--- src/rtl/dds_phase_gen_if.sv ---
// DDS phase generator bus: config handshake in, ROM address and aligned flags out.
// master drives run-enable and configuration; slave is the phase generator.
interface dds_phase_gen_if #(
  parameter int PHASE_WIDTH = 32,
  parameter int ADDR_WIDTH  = 10
);
  logic                   en;
  logic                   cfg_valid;
  logic                   cfg_ready;
  logic [PHASE_WIDTH-1:0] cfg_freq;
  logic [ADDR_WIDTH-1:0]  cfg_phase;
  logic [ADDR_WIDTH-1:0]  rom_addr;
  logic                   addr_valid;
  logic                   wrap;
  logic                   data_valid;
  logic                   sample_sync;

  modport master (
    output en, cfg_valid, cfg_freq, cfg_phase,
    input  cfg_ready, rom_addr, addr_valid, wrap, data_valid, sample_sync
  );

  modport slave (
    input  en, cfg_valid, cfg_freq, cfg_phase,
    output cfg_ready, rom_addr, addr_valid, wrap, data_valid, sample_sync
  );
endinterface

--- src/rtl/dds_phase_gen.sv ---
// DDS phase accumulator / ROM address generator; rom_addr registered (1 clk), flags re-aligned by ROM_LATENCY.
// cfg_ready drops while a running update waits for the next accumulator carry to commit.
module dds_phase_gen #(
  parameter int PHASE_WIDTH = 32,
  parameter int ADDR_WIDTH  = 10,
  parameter int ROM_LATENCY = 1
) (
  input  logic           clk,
  input  logic           rst_n,
  dds_phase_gen_if.slave bus
);
  typedef enum logic [1:0] {IDLE, RUN, PEND} state_t;

  state_t                 state, state_nxt;
  logic [PHASE_WIDTH-1:0] acc, acc_nxt;
  logic [PHASE_WIDTH-1:0] act_freq, act_freq_nxt, shd_freq, shd_freq_nxt;
  logic [ADDR_WIDTH-1:0]  act_phase, act_phase_nxt, shd_phase, shd_phase_nxt;
  logic [ADDR_WIDTH-1:0]  addr, addr_nxt;
  logic                   addr_vld, addr_vld_nxt;
  logic                   wrap_q, wrap_nxt;
  logic [PHASE_WIDTH:0]   sum;
  logic                   xfer;
  logic [ROM_LATENCY-1:0] dv_sr, ss_sr;

  assign sum           = {1'b0, acc} + {1'b0, act_freq};
  assign bus.cfg_ready = (state != PEND);
  assign xfer          = bus.cfg_valid && bus.cfg_ready;

  always_comb begin
    state_nxt     = state;
    acc_nxt       = acc;
    act_freq_nxt  = act_freq;
    act_phase_nxt = act_phase;
    shd_freq_nxt  = shd_freq;
    shd_phase_nxt = shd_phase;
    addr_nxt      = addr;
    addr_vld_nxt  = addr_vld;
    wrap_nxt      = wrap_q;
    case (state)
      IDLE: begin
        acc_nxt      = '0;
        addr_nxt     = '0;
        addr_vld_nxt = 1'b0;
        wrap_nxt     = 1'b0;
        if (xfer) begin
          act_freq_nxt  = bus.cfg_freq;
          act_phase_nxt = bus.cfg_phase;
        end
        // First address is the phase offset itself, including one loaded on this edge.
        if (bus.en) begin
          state_nxt    = RUN;
          addr_nxt     = act_phase_nxt;
          addr_vld_nxt = 1'b1;
        end
      end
      default: begin
        if (!bus.en) begin
          state_nxt    = IDLE;
          acc_nxt      = '0;
          addr_nxt     = '0;
          addr_vld_nxt = 1'b0;
          wrap_nxt     = 1'b0;
          if (state == PEND) begin
            act_freq_nxt  = shd_freq;
            act_phase_nxt = shd_phase;
          end else if (xfer) begin
            act_freq_nxt  = bus.cfg_freq;
            act_phase_nxt = bus.cfg_phase;
          end
        end else begin
          acc_nxt      = sum[PHASE_WIDTH-1:0];
          addr_nxt     = sum[PHASE_WIDTH-1 -: ADDR_WIDTH] + act_phase;
          addr_vld_nxt = 1'b1;
          wrap_nxt     = sum[PHASE_WIDTH];
          // Pending update lands on a carry so the current cycle of the waveform completes intact.
          if (state == PEND) begin
            if (sum[PHASE_WIDTH]) begin
              act_freq_nxt  = shd_freq;
              act_phase_nxt = shd_phase;
              state_nxt     = RUN;
            end
          end else if (xfer) begin
            shd_freq_nxt  = bus.cfg_freq;
            shd_phase_nxt = bus.cfg_phase;
            state_nxt     = PEND;
          end
        end
      end
    endcase
  end

  always_ff @(posedge clk) begin
    if (!rst_n) begin
      state     <= IDLE;
      acc       <= '0;
      act_freq  <= '0;
      act_phase <= '0;
      shd_freq  <= '0;
      shd_phase <= '0;
      addr      <= '0;
      addr_vld  <= 1'b0;
      wrap_q    <= 1'b0;
    end else begin
      state     <= state_nxt;
      acc       <= acc_nxt;
      act_freq  <= act_freq_nxt;
      act_phase <= act_phase_nxt;
      shd_freq  <= shd_freq_nxt;
      shd_phase <= shd_phase_nxt;
      addr      <= addr_nxt;
      addr_vld  <= addr_vld_nxt;
      wrap_q    <= wrap_nxt;
    end
  end

  // Flag delay line tracks the ROM read pipeline; en does not flush it.
  always_ff @(posedge clk) begin
    if (!rst_n) begin
      dv_sr <= '0;
      ss_sr <= '0;
    end else begin
      dv_sr[0] <= addr_vld;
      ss_sr[0] <= wrap_q;
      for (int i = 1; i < ROM_LATENCY; i++) begin
        dv_sr[i] <= dv_sr[i-1];
        ss_sr[i] <= ss_sr[i-1];
      end
    end
  end

  assign bus.rom_addr    = addr;
  assign bus.addr_valid  = addr_vld;
  assign bus.wrap        = wrap_q;
  assign bus.data_valid  = dv_sr[ROM_LATENCY-1];
  assign bus.sample_sync = ss_sr[ROM_LATENCY-1];
endmodule
--- src/flat_wrapper.sv ---
// flat-port wrapper written by rule: the top's interface ports become plain ports
module dds_phase_gen_flat 
#(
  parameter int PHASE_WIDTH = 32,
  parameter int ADDR_WIDTH  = 10,
  parameter int ROM_LATENCY = 1
)
  (clk, rst_n, bus_en, bus_cfg_valid, bus_cfg_freq, bus_cfg_phase, bus_cfg_ready, bus_rom_addr, bus_addr_valid, bus_wrap, bus_data_valid, bus_sample_sync);
  dds_phase_gen_if #(.PHASE_WIDTH(PHASE_WIDTH), .ADDR_WIDTH(ADDR_WIDTH)) bus_i ();
  input  logic clk;
  input  logic rst_n;
  input wire logic [$bits(bus_i.en)-1:0] bus_en;
  input wire logic [$bits(bus_i.cfg_valid)-1:0] bus_cfg_valid;
  input wire logic [$bits(bus_i.cfg_freq)-1:0] bus_cfg_freq;
  input wire logic [$bits(bus_i.cfg_phase)-1:0] bus_cfg_phase;
  output wire logic [$bits(bus_i.cfg_ready)-1:0] bus_cfg_ready;
  output wire logic [$bits(bus_i.rom_addr)-1:0] bus_rom_addr;
  output wire logic [$bits(bus_i.addr_valid)-1:0] bus_addr_valid;
  output wire logic [$bits(bus_i.wrap)-1:0] bus_wrap;
  output wire logic [$bits(bus_i.data_valid)-1:0] bus_data_valid;
  output wire logic [$bits(bus_i.sample_sync)-1:0] bus_sample_sync;
  assign bus_i.en = bus_en;
  assign bus_i.cfg_valid = bus_cfg_valid;
  assign bus_i.cfg_freq = bus_cfg_freq;
  assign bus_i.cfg_phase = bus_cfg_phase;
  assign bus_cfg_ready = bus_i.cfg_ready;
  assign bus_rom_addr = bus_i.rom_addr;
  assign bus_addr_valid = bus_i.addr_valid;
  assign bus_wrap = bus_i.wrap;
  assign bus_data_valid = bus_i.data_valid;
  assign bus_sample_sync = bus_i.sample_sync;
  dds_phase_gen #(.PHASE_WIDTH(PHASE_WIDTH), .ADDR_WIDTH(ADDR_WIDTH), .ROM_LATENCY(ROM_LATENCY)) u_core (.clk(clk), .rst_n(rst_n), .bus(bus_i));
endmodule
--- config.mk ---
export PLATFORM = sky130hd
export DESIGN_NAME = dds_phase_gen_flat
export DESIGN_NICKNAME = d
export VERILOG_FILES = /design/src/rtl/dds_phase_gen_if.sv /design/src/rtl/dds_phase_gen.sv /design/src/flat_wrapper.sv
export SDC_FILE = /design/constraint.sdc
export NUM_CORES = 1
export LEC_CHECK = 0
export CORE_MARGIN = 8
export CORE_UTILIZATION = 45
export CTS_CLUSTER_DIAMETER = 40
export DETAILED_ROUTE_END_ITERATION = 12
export GPL_ROUTABILITY_DRIVEN = 0
export PLACE_DENSITY_LB_ADDON = 0.3
export SYNTH_ARGS = -nofsm -noshare
export SYNTH_HDL_FRONTEND = slang
export SYNTH_SLANG_ARGS = --single-unit
--- constraint.sdc ---
create_clock -name clk -period 8.3 [get_ports clk]
set_clock_uncertainty 0.05 [all_clocks]
set_input_delay 1.66 -clock clk [delete_from_list [all_inputs] [get_ports clk]]
set_output_delay 1.66 -clock clk [all_outputs]
set_load 0.02 [all_outputs]
Word-level counts from Yosys, hierarchy flattened. Cells that the tools add are included.

Equality and inequality tests: 7. Reductions and logical operators: 6. Bitwise operators: 4. $add $sub $neg: 2. Mux-type cells: 22.

Operators by type and width (number): 32-bit 2-to-1 mux (6); 10-bit 2-to-1 mux (9); 32-bit by 32-bit adder with 33-bit output (1); 2-bit 2-to-1 mux (6); 10-bit adder (1); 3-bit by 1-bit != test with 1-bit output, second input constant (2); 2-bit != test, second input constant (2); 4-bit by 1-bit != test with 1-bit output, second input constant (1); 4-bit by 3-bit != test with 1-bit output, second input constant (1); 1-bit NOT (4); 4-bit AND reduction (1); 3-bit AND reduction (1); 3-bit OR reduction (1); 2-bit equality test, second input constant (1); 2-bit zero test (1); 2-bit AND reduction (1); 1-bit logical AND (1); 1-bit 2-to-1 mux (1).

Logic and storage cells: 52. Flip-flop bits (word level): 132. Input bits: 46. Output and inout port bits: 15.

Longest topological paths before layout. Gate-level depths: netlist (run 1).

Depth in word-level cells: 6. Gate-level depth with buffers: 17. Gate-level depth less buffers: 17.

Worst setup path after synthesis (run 1). Ideal clock, no wire load.

Kind: register -> register. Start point: register u_core.act_freq[0]. End point: register u_core.addr[9], in the netlist u_core.bus.rom_addr[9]. Cell stages (with the launch flop): 18. Buffers on the path: 0. Period minus slack after synthesis: 4.156 ns. Data required time: 8.135 ns. Path slack: 4.144 ns. Library setup time: 0.115 ns. Arrival: 3.992 ns. Path through: dfxtp_1 > ha_1 > fa_1 > a21oi_2 > o221ai_1 > a221o_1 > a311oi_4 > o21ai_2 > a2111oi_4 > nor3_1 > ha_1 > nand3_1 > o2111ai_1 > a31o_2 > a21oi_1 > xnor2_1 > xnor2_1 > o21a_1.

Word-level cells in the longest chain between the ends: 4.

RTL lines: start: declaration (line dds_phase_gen.sv:16) `logic [PHASE_WIDTH-1:0] act_freq, act_freq_nxt, shd_freq, shd_freq_nxt;`; start signal: assignment (line dds_phase_gen.sv:106) `act_freq <= act_freq_nxt;`; 32-bit by 32-bit adder with 33-bit output (line dds_phase_gen.sv:25) `assign sum = {1'b0, acc} + {1'b0, act_freq};`; net u_core.sum[26] (line dds_phase_gen.sv:21) `logic [PHASE_WIDTH:0] sum;`; 10-bit adder (line dds_phase_gen.sv:72) `addr_nxt = sum[PHASE_WIDTH-1 -: ADDR_WIDTH] + act_phase;`; 10-bit 2-to-1 mux (line dds_phase_gen.sv:57) `if (!bus.en) begin`; 10-bit 2-to-1 mux (line dds_phase_gen.sv:39) `case (state)`; end signal: assignment (line dds_phase_gen.sv:110) `addr <= addr_nxt;`; end: declaration (line dds_phase_gen.sv:18) `logic [ADDR_WIDTH-1:0] addr, addr_nxt;`.

The timed path passes the listed nets, and every way through them passes these cells. A chain may end at the register's enable or synchronous reset.

Final worst setup path (run 1).
Start point: register u_core.act_freq[0]. End point: register u_core.addr[8], in the netlist u_core.bus.rom_addr[8].

The elaborated chain is that of the path after synthesis.

==> flow_summary_export.csv, run 1 <==
group,metric,value,unit
drt,routed_via_density,5.62,
drt,routed_wl,19300,microns
die,pin_count,61,
die,die_h,146,microns
synthesis,synth_edf_count,0,
synthesis,synth_commonest_cells,"nand2_1, dfxtp_1, o2111ai_1, nor2_1, clkbuf_1",
worst_setup_path,path_class,"flip-flop to flip-flop",
sta,relSlewSlack,0.352,
die,core_area,0.0166,sq mm
synthesis,yosysWarnings,0,
synthesis,yosysUniqueCellTypes,62,
drt,drtAntennaViolNets,0,
run,drv_cap,0,
synthesis,yosysTopAreaCell,"dfxtp_1",
worst_setup_path,crit_arrival,4840,ps
synthesis,yosys.area.top_type_share,0.347,
sta,fin_crit_sh,0.554,
synthesis,muxShareOfSynthArea,0.0173,
synthesis,synthSimpleGateAreaFrac,0.184,
sta,worst_slew_pin_slew,973,ps
clock_tree,cts.clk_slew.worst_paths,60,ps
worst_setup_path,setup.worst_path.start_class,"flip-flop",
clock_tree,clock_latency,420,ps
sta,fmax,218,MHz
sta,finalHoldViolations,0,
finish,final_cells,1220,
power,ir_drop,0.166,mV
power,power_density,195,mW/mm^2
finish,n_fill_cell,1593,
clock_tree,clkSinkCount,132,
drt,drt_pre_antenna_iters,5,
clock_tree,cts_resized,0,
synthesis,synth-compound-area-share,0.279,
sta,rsz0062_at_grt,"no",
worst_setup_path,critPathMaxFanout,5,
synthesis,postSynthCellCount,973,
clock_tree,root_buffer,"clkbuf_16",
synthesis,synth.most_common_cell,"nand2_1",
synthesis,async_flop_share,0,
power,p_leak,0.00340,uW
die,dieArea,0.0213,sq mm
place,placedCellCount,1188,
clock_tree,cts_max_level,4,
synthesis,synth.area.top_cells,"dfxtp_1, nand2_1, o2111ai_1, ha_1, a21boi_0",
synthesis,yosys.area_share.xor_xnor,0.0368,
clock_tree,cts_tree,"yes",
die,fp.dieW,146,microns
worst_hold_path,min_path_type,"flip-flop to flip-flop",
synthesis,netlist_area,0.00761,sq mm
finish,area_growth,17.0,%
synthesis,synth_ff_type,"dfxtp_1",
sta,setup_violations,0,
global_route,grt-ovfl-total,0,
finish,drive_gt1_frac,0.0550,
global_route,grt_max_degree,70,
global_route,grt_pass1_wl,32200,microns
finish,design_area,0.00890,sq mm
drt,first_iter_violations,495,
synthesis,synth_top_family_by_area,"compound AO/OA/AOI/OAI gates",
sta,fin_crit,4600,ps
run_status,status,"finished clean",
clock_tree,cts.path.max_buffers,2,
finish,fin_nets,1076,
global_route,grt.total_usage,0.180,
sta,maxSlewViolCount,0,
worst_setup_path,critPathCaptureType,"flip-flop",
place,hpwl,13100,microns
global_route,antenna_found_initial,0,
synthesis,synth-seq-cells,132,
synthesis,postSynthAreaPerCell,7.82,sq um
die,row_count,47,
synthesis,syn_nets,1062,
worst_setup_path,required,8540,ps
drt,via_count,6862,
drt,drc,0,
die,start_util,0.459,
sta,fin_tns_setup,0,ps
clock_tree,hold_buffers,0,
place,placed_area,0.00827,sq mm
clock_tree,cts_setup_buffers,0,
place,port_buffers,60,
finish,diodes,0,
clock_tree,cts_made_buffers,17,
synthesis,yosysSeqAreaShare,0.347,
synthesis,yosys.area_share.adder,0.0726,
drt,wire_per_inst,15.8,microns
global_route,grt_pass1_vias,6557,
==> cell families (layout without fill, tap and decap cells) <==
logic type,after synthesis,count (layout)
muxes,13,13
AOI/OAI and AO/OA,297,297
DFF,132,132
adders and majority gates,43,43
and+or+nand+nor,333,333
xor gates and xnor gates,32,32
buffers and inverters,123,150
==> where the power goes <==
part	switching [uW]	internal, uW	total, uW
clock network	277	533	810
logic	139	102	241
registers	21.7	663	685
total	438	1300	1740
==> registers in the layout (all words and copies together), names as in the netlist <==
name	cells
u_core.bus.rom_addr	10
u_core.act_freq	32
u_core.state	2
u_core.shd_freq	32
u_core.acc	32
u_core.bus.wrap	1
u_core.bus.addr_valid	1
u_core.bus.data_valid	1
u_core.act_phase	10
u_core.shd_phase	10
u_core.bus.sample_sync	1
==> metal layers <==
| metal | global-route usage | vias up | part of all wire |
|---|---|---|---|
| met5 | 0 | - | 0 |
| met1 | 0.220 | 3214 | 0.46 |
| met3 | 0.0386 | 20 | 0.034 |
| li1 | - | 3503 | - |
| met2 | 0.311 | 125 | 0.49 |
| met4 | 0.0536 | 0 | 0.013 |
==> path summary, 6_finish.rpt <==
path                       endpoint  depth (start not counted)             startpoint  slack (ps)
max          u_core.bus.rom_addr[8]                         17     u_core.act_freq[0]        3700
min           u_core.bus.data_valid                          1  u_core.bus.addr_valid         410
max reg2reg  u_core.bus.rom_addr[8]                         17     u_core.act_freq[0]        3700
min reg2reg   u_core.bus.data_valid                          1  u_core.bus.addr_valid         410
==> cell type report <==
cell class | count | area [sq um] | area share
clock buffer | 23 | 488 | 0.0548
clock inverter | 9 | 149 | 0.0167
inverter | 49 | 184 | 0.0207
multi-input combinational | 718 | 4500 | 0.506
sequential | 132 | 2640 | 0.297
tap | 220 | 275 | 0.0309
timing repair buffer | 69 | 661 | 0.0742
==> through the flow <==
stage	hold slack [ps]	utilization	setup slack (ps)	power, uW
floorplan	393	-	4140	864
global placement	394	0.498	3830	934
detailed placement	399	0.498	3770	937
CTS	412	0.537	3720	1750
global route	428	0.537	3460	1810
finish	408	0.537	3700	1740
==> layout by cell type (no fill, tap or decap), types with 3 or more instances in the layout <==
cell	netlist	routed
a211oi_1	11	11
a21boi_0	43	43
a21o_1	13	13
a21oi_1	39	38
a221oi_1	3	3
a311oi_1	3	3
a31oi_1	5	5
and2_1	11	11
and3_1	5	5
buf_4	0	10
bufinv_16	0	4
clkbuf_16	0	17
clkbuf_8	0	4
clkdlybuf4s50_1	0	58
clkinv_2	0	4
dfxtp_1	132	132
ha_1	41	41
inv_1	48	48
mux2i_1	12	12
nand2_1	202	202
nand3_1	17	17
nand4_1	3	3
nor2_1	63	63
nor3_1	18	18
o2111ai_1	75	75
o211ai_1	6	6
o21a_1	6	6
o21ai_0	54	54
o21ai_1	11	11
o21bai_1	4	4
o221ai_1	3	3
o31ai_1	3	3
xnor2_1	21	21
xor2_1	11	11
==> critical path, stage by stage (launching register included) <==
cell      delay (ps)
dfxtp_1          320
ha_1             240
fa_1             420
a21oi_2          200
o221ai_1         200
a221o_1          400
a311oi_4         450
o311ai_0         230
xor2_1           210
ha_1             250
fa_1             410
a21o_1           190
a21oi_1          200
o21bai_1          80
a21oi_1          250
o21ai_0          190
nand2_1           90
o221ai_1          90
Note: power is estimated with default switching activity, not from simulation.
==> inputs of run 2 (changes only) <==
clock period = 4.4 ns   (was 8.3 ns; I/O delays follow)
==> run 2 against run 1 <==
  * Combinational power is 96% higher
  * Fmax is 8.3% higher
  * Sequential cell count stayed put
  * Critical endpoint unchanged
  * Highest routed layer unchanged
==> flow_summary_export.csv, run 2 (same netlist as run 1, synthesis figures left out) <==
group,metric,value,unit
run_status,status,"finished clean",
drt,via_count,6906,
global_route,met2_usage,0.285,
worst_setup_path,startpoint,"u_core.act_freq[0]",
worst_setup_path,regToRegSetupSlack,160,ps
clock_tree,cts.clk_slew.worst_paths,60,ps
finish,post-route-util,0.548,
worst_setup_path,path_class,"flip-flop to flip-flop",
drt,drt_pre_antenna_iters,5,
global_route,grt-ovfl-total,0,
global_route,grt_max_degree,129,
sta,fin_crit_sh,0.964,
clock_tree,hold_buffers,0,
worst_hold_path,min_path_type,"flip-flop to flip-flop",
finish,drive_gt1_frac,0.0846,
die,start_util,0.459,
global_route,top_usage_layer,"met2",
sta,fmax,236,MHz
finish,design_area,0.00909,sq mm
global_route,use_met1,0.239,
clock_tree,clkSinkCount,132,
power,p_leak,0.00347,uW
sta,fin_crit,4240,ps
die,pin_count,61,
clock_tree,cts.path.max_buffers,2,
worst_hold_path,min-delay-start,"u_core.bus.wrap",
place,placed_area,0.00838,sq mm
global_route,grt_pass1_vias,6361,
clock_tree,clock_latency,420,ps
finish,fin_nets,1093,
finish,reg_top3,"u_core.acc (32), u_core.act_freq (32), u_core.shd_freq (32)",
finish,layout_commonest_cell,"nand2_1",
die,dieArea,0.0213,sq mm
die,die_h,146,microns
place,port_buffers,60,
worst_setup_path,required,4640,ps
worst_setup_path,setup.worst_path.start_class,"flip-flop",
die,fp.dieW,146,microns
worst_hold_path,holdPathEnd,"u_core.bus.sample_sync",
finish,layout_common_cells,"nand2_1, dfxtp_1, o2111ai_1, nor2_1, clkdlybuf4s50_1",
global_route,antenna_found_initial,0,
worst_setup_path,critPathMaxFanout,4,
worst_setup_path,crit_arrival,4490,ps
power,ir_drop,0.294,mV
drt,wire_per_inst,15.7,microns
drt,first_iter_violations,553,
sta,finalHoldViolations,0,
global_route,grt.total_usage,0.180,
finish,n_fill_cell,1573,
sta,fin_tns_setup,0,ps
die,row_count,47,
clock_tree,cts_tree,"yes",
drt,drc,0,
die,core_area,0.0166,sq mm
clock_tree,root_buffer,"clkbuf_16",
clock_tree,cts_made_buffers,17,
sta,worst_slew_pin_slew,1210,ps
worst_setup_path,worst-r2r-cell-count,17,
place,hpwl,13200,microns
finish,diodes,0,
drt,routed_via_density,5.59,
global_route,grt_pass1_wl,32100,microns
finish,area_growth,19.5,%
clock_tree,cts_max_level,4,
drt,routed_wl,19400,microns
drt,drtAntennaViolNets,0,
worst_setup_path,critPathCaptureType,"flip-flop",
global_route,grt_use_met3,0.0377,
run,drv_cap,0,
sta,setup_violations,0,
power,power_density,358,mW/mm^2
sta,maxSlewViolCount,0,
worst_setup_path,reg2reg_from,"u_core.act_freq[0]",
sta,relSlewSlack,0.195,
worst_hold_path,min_delay_path_depth,1,
worst_setup_path,reg2reg_to,"u_core.bus.rom_addr[8]",
-- run 2: changes by cell type in the layout (fill, tap and decap cells not counted), sizes merged --
cell / before / now
clkinv: 5 / 4
inv: 49 / 50
clkinvlp: 0 / 4
buf: 11 / 28
clkbuf: 23 / 18
-- run 2: area by class of cell --
cell class	count	area, sq um	share of cell area
Multi-Input combinational cell	718	4570	0.502
Timing Repair Buffer	86	801	0.0881
Inverter	49	184	0.0202
Sequential cell	132	2640	0.291
Clock buffer	18	439	0.0483
Tap cell	220	275	0.0303
Clock inverter	13	183	0.0201
-- run 2: routing by layer --
layer / part of all wire / wire [microns] / vias up
met5: 0 / 0 / -
met4: 0.013 / 249 / 0
met3: 0.040 / 769 / 18
met2: 0.47 / 9110 / 127
met1: 0.48 / 9300 / 3215
li1: - / - / 3546
-- run 2: power breakdown --
part           switching (uW)  internal (uW)  leakage, uW
registers                42.5           1250      0.00108
clock network             534            958     0.000294
logic                     268            205      0.00210
total                     845           2410      0.00347
-- run 2: worst max-delay path by stage --
stage,to,cells past startpoint
2_1_floorplan,u_core.bus.rom_addr[9],17
6_report,u_core.bus.rom_addr[8],17
3_5_place_dp,u_core.bus.rom_addr[9],17
4_1_cts,u_core.bus.rom_addr[9],17
5_1_grt,u_core.bus.rom_addr[8],17
3_3_place_gp,u_core.bus.rom_addr[9],17
-- run 2: metrics by stage --
| stage | power, uW | setup slack [ps] | hold WS (ps) | cells |
|---|---|---|---|---|
| final | 3260 | 158 | 413 | 1236 |
| after global routing | 3390 | -39.1 | 435 | 1236 |
| after CTS | 3270 | 16.3 | 420 | 1232 |
| after detailed placement | 1780 | 11.1 | 407 | 1201 |
| after global placement | 1770 | 74.7 | 390 | 1201 |
| after floorplan | 1630 | 244 | 393 | 973 |
-- run 2: worst max-delay path, stage by stage (launching register included) --
cell      delay, ps
dfxtp_1         330
ha_2            220
fa_2            400
a21oi_4         160
o221ai_2        120
a221o_1         390
a311oi_4        450
o311ai_2        170
xor2_1          190
ha_1            230
fa_1            400
a21o_1          200
a21oi_1         190
o21bai_1        110
a21oi_2         200
o21ai_0         140
nand2_1          80
o221ai_1         90
-- run 2: what timing repair did --
| item | CTS | global route |
|---|---|---|
| resized for setup | 0 | 15 |
| buffers inserted | 0 | 4 |
| endpoints found under the setup margin | 1 | 3 |
| pin swaps | 1 | 6 |
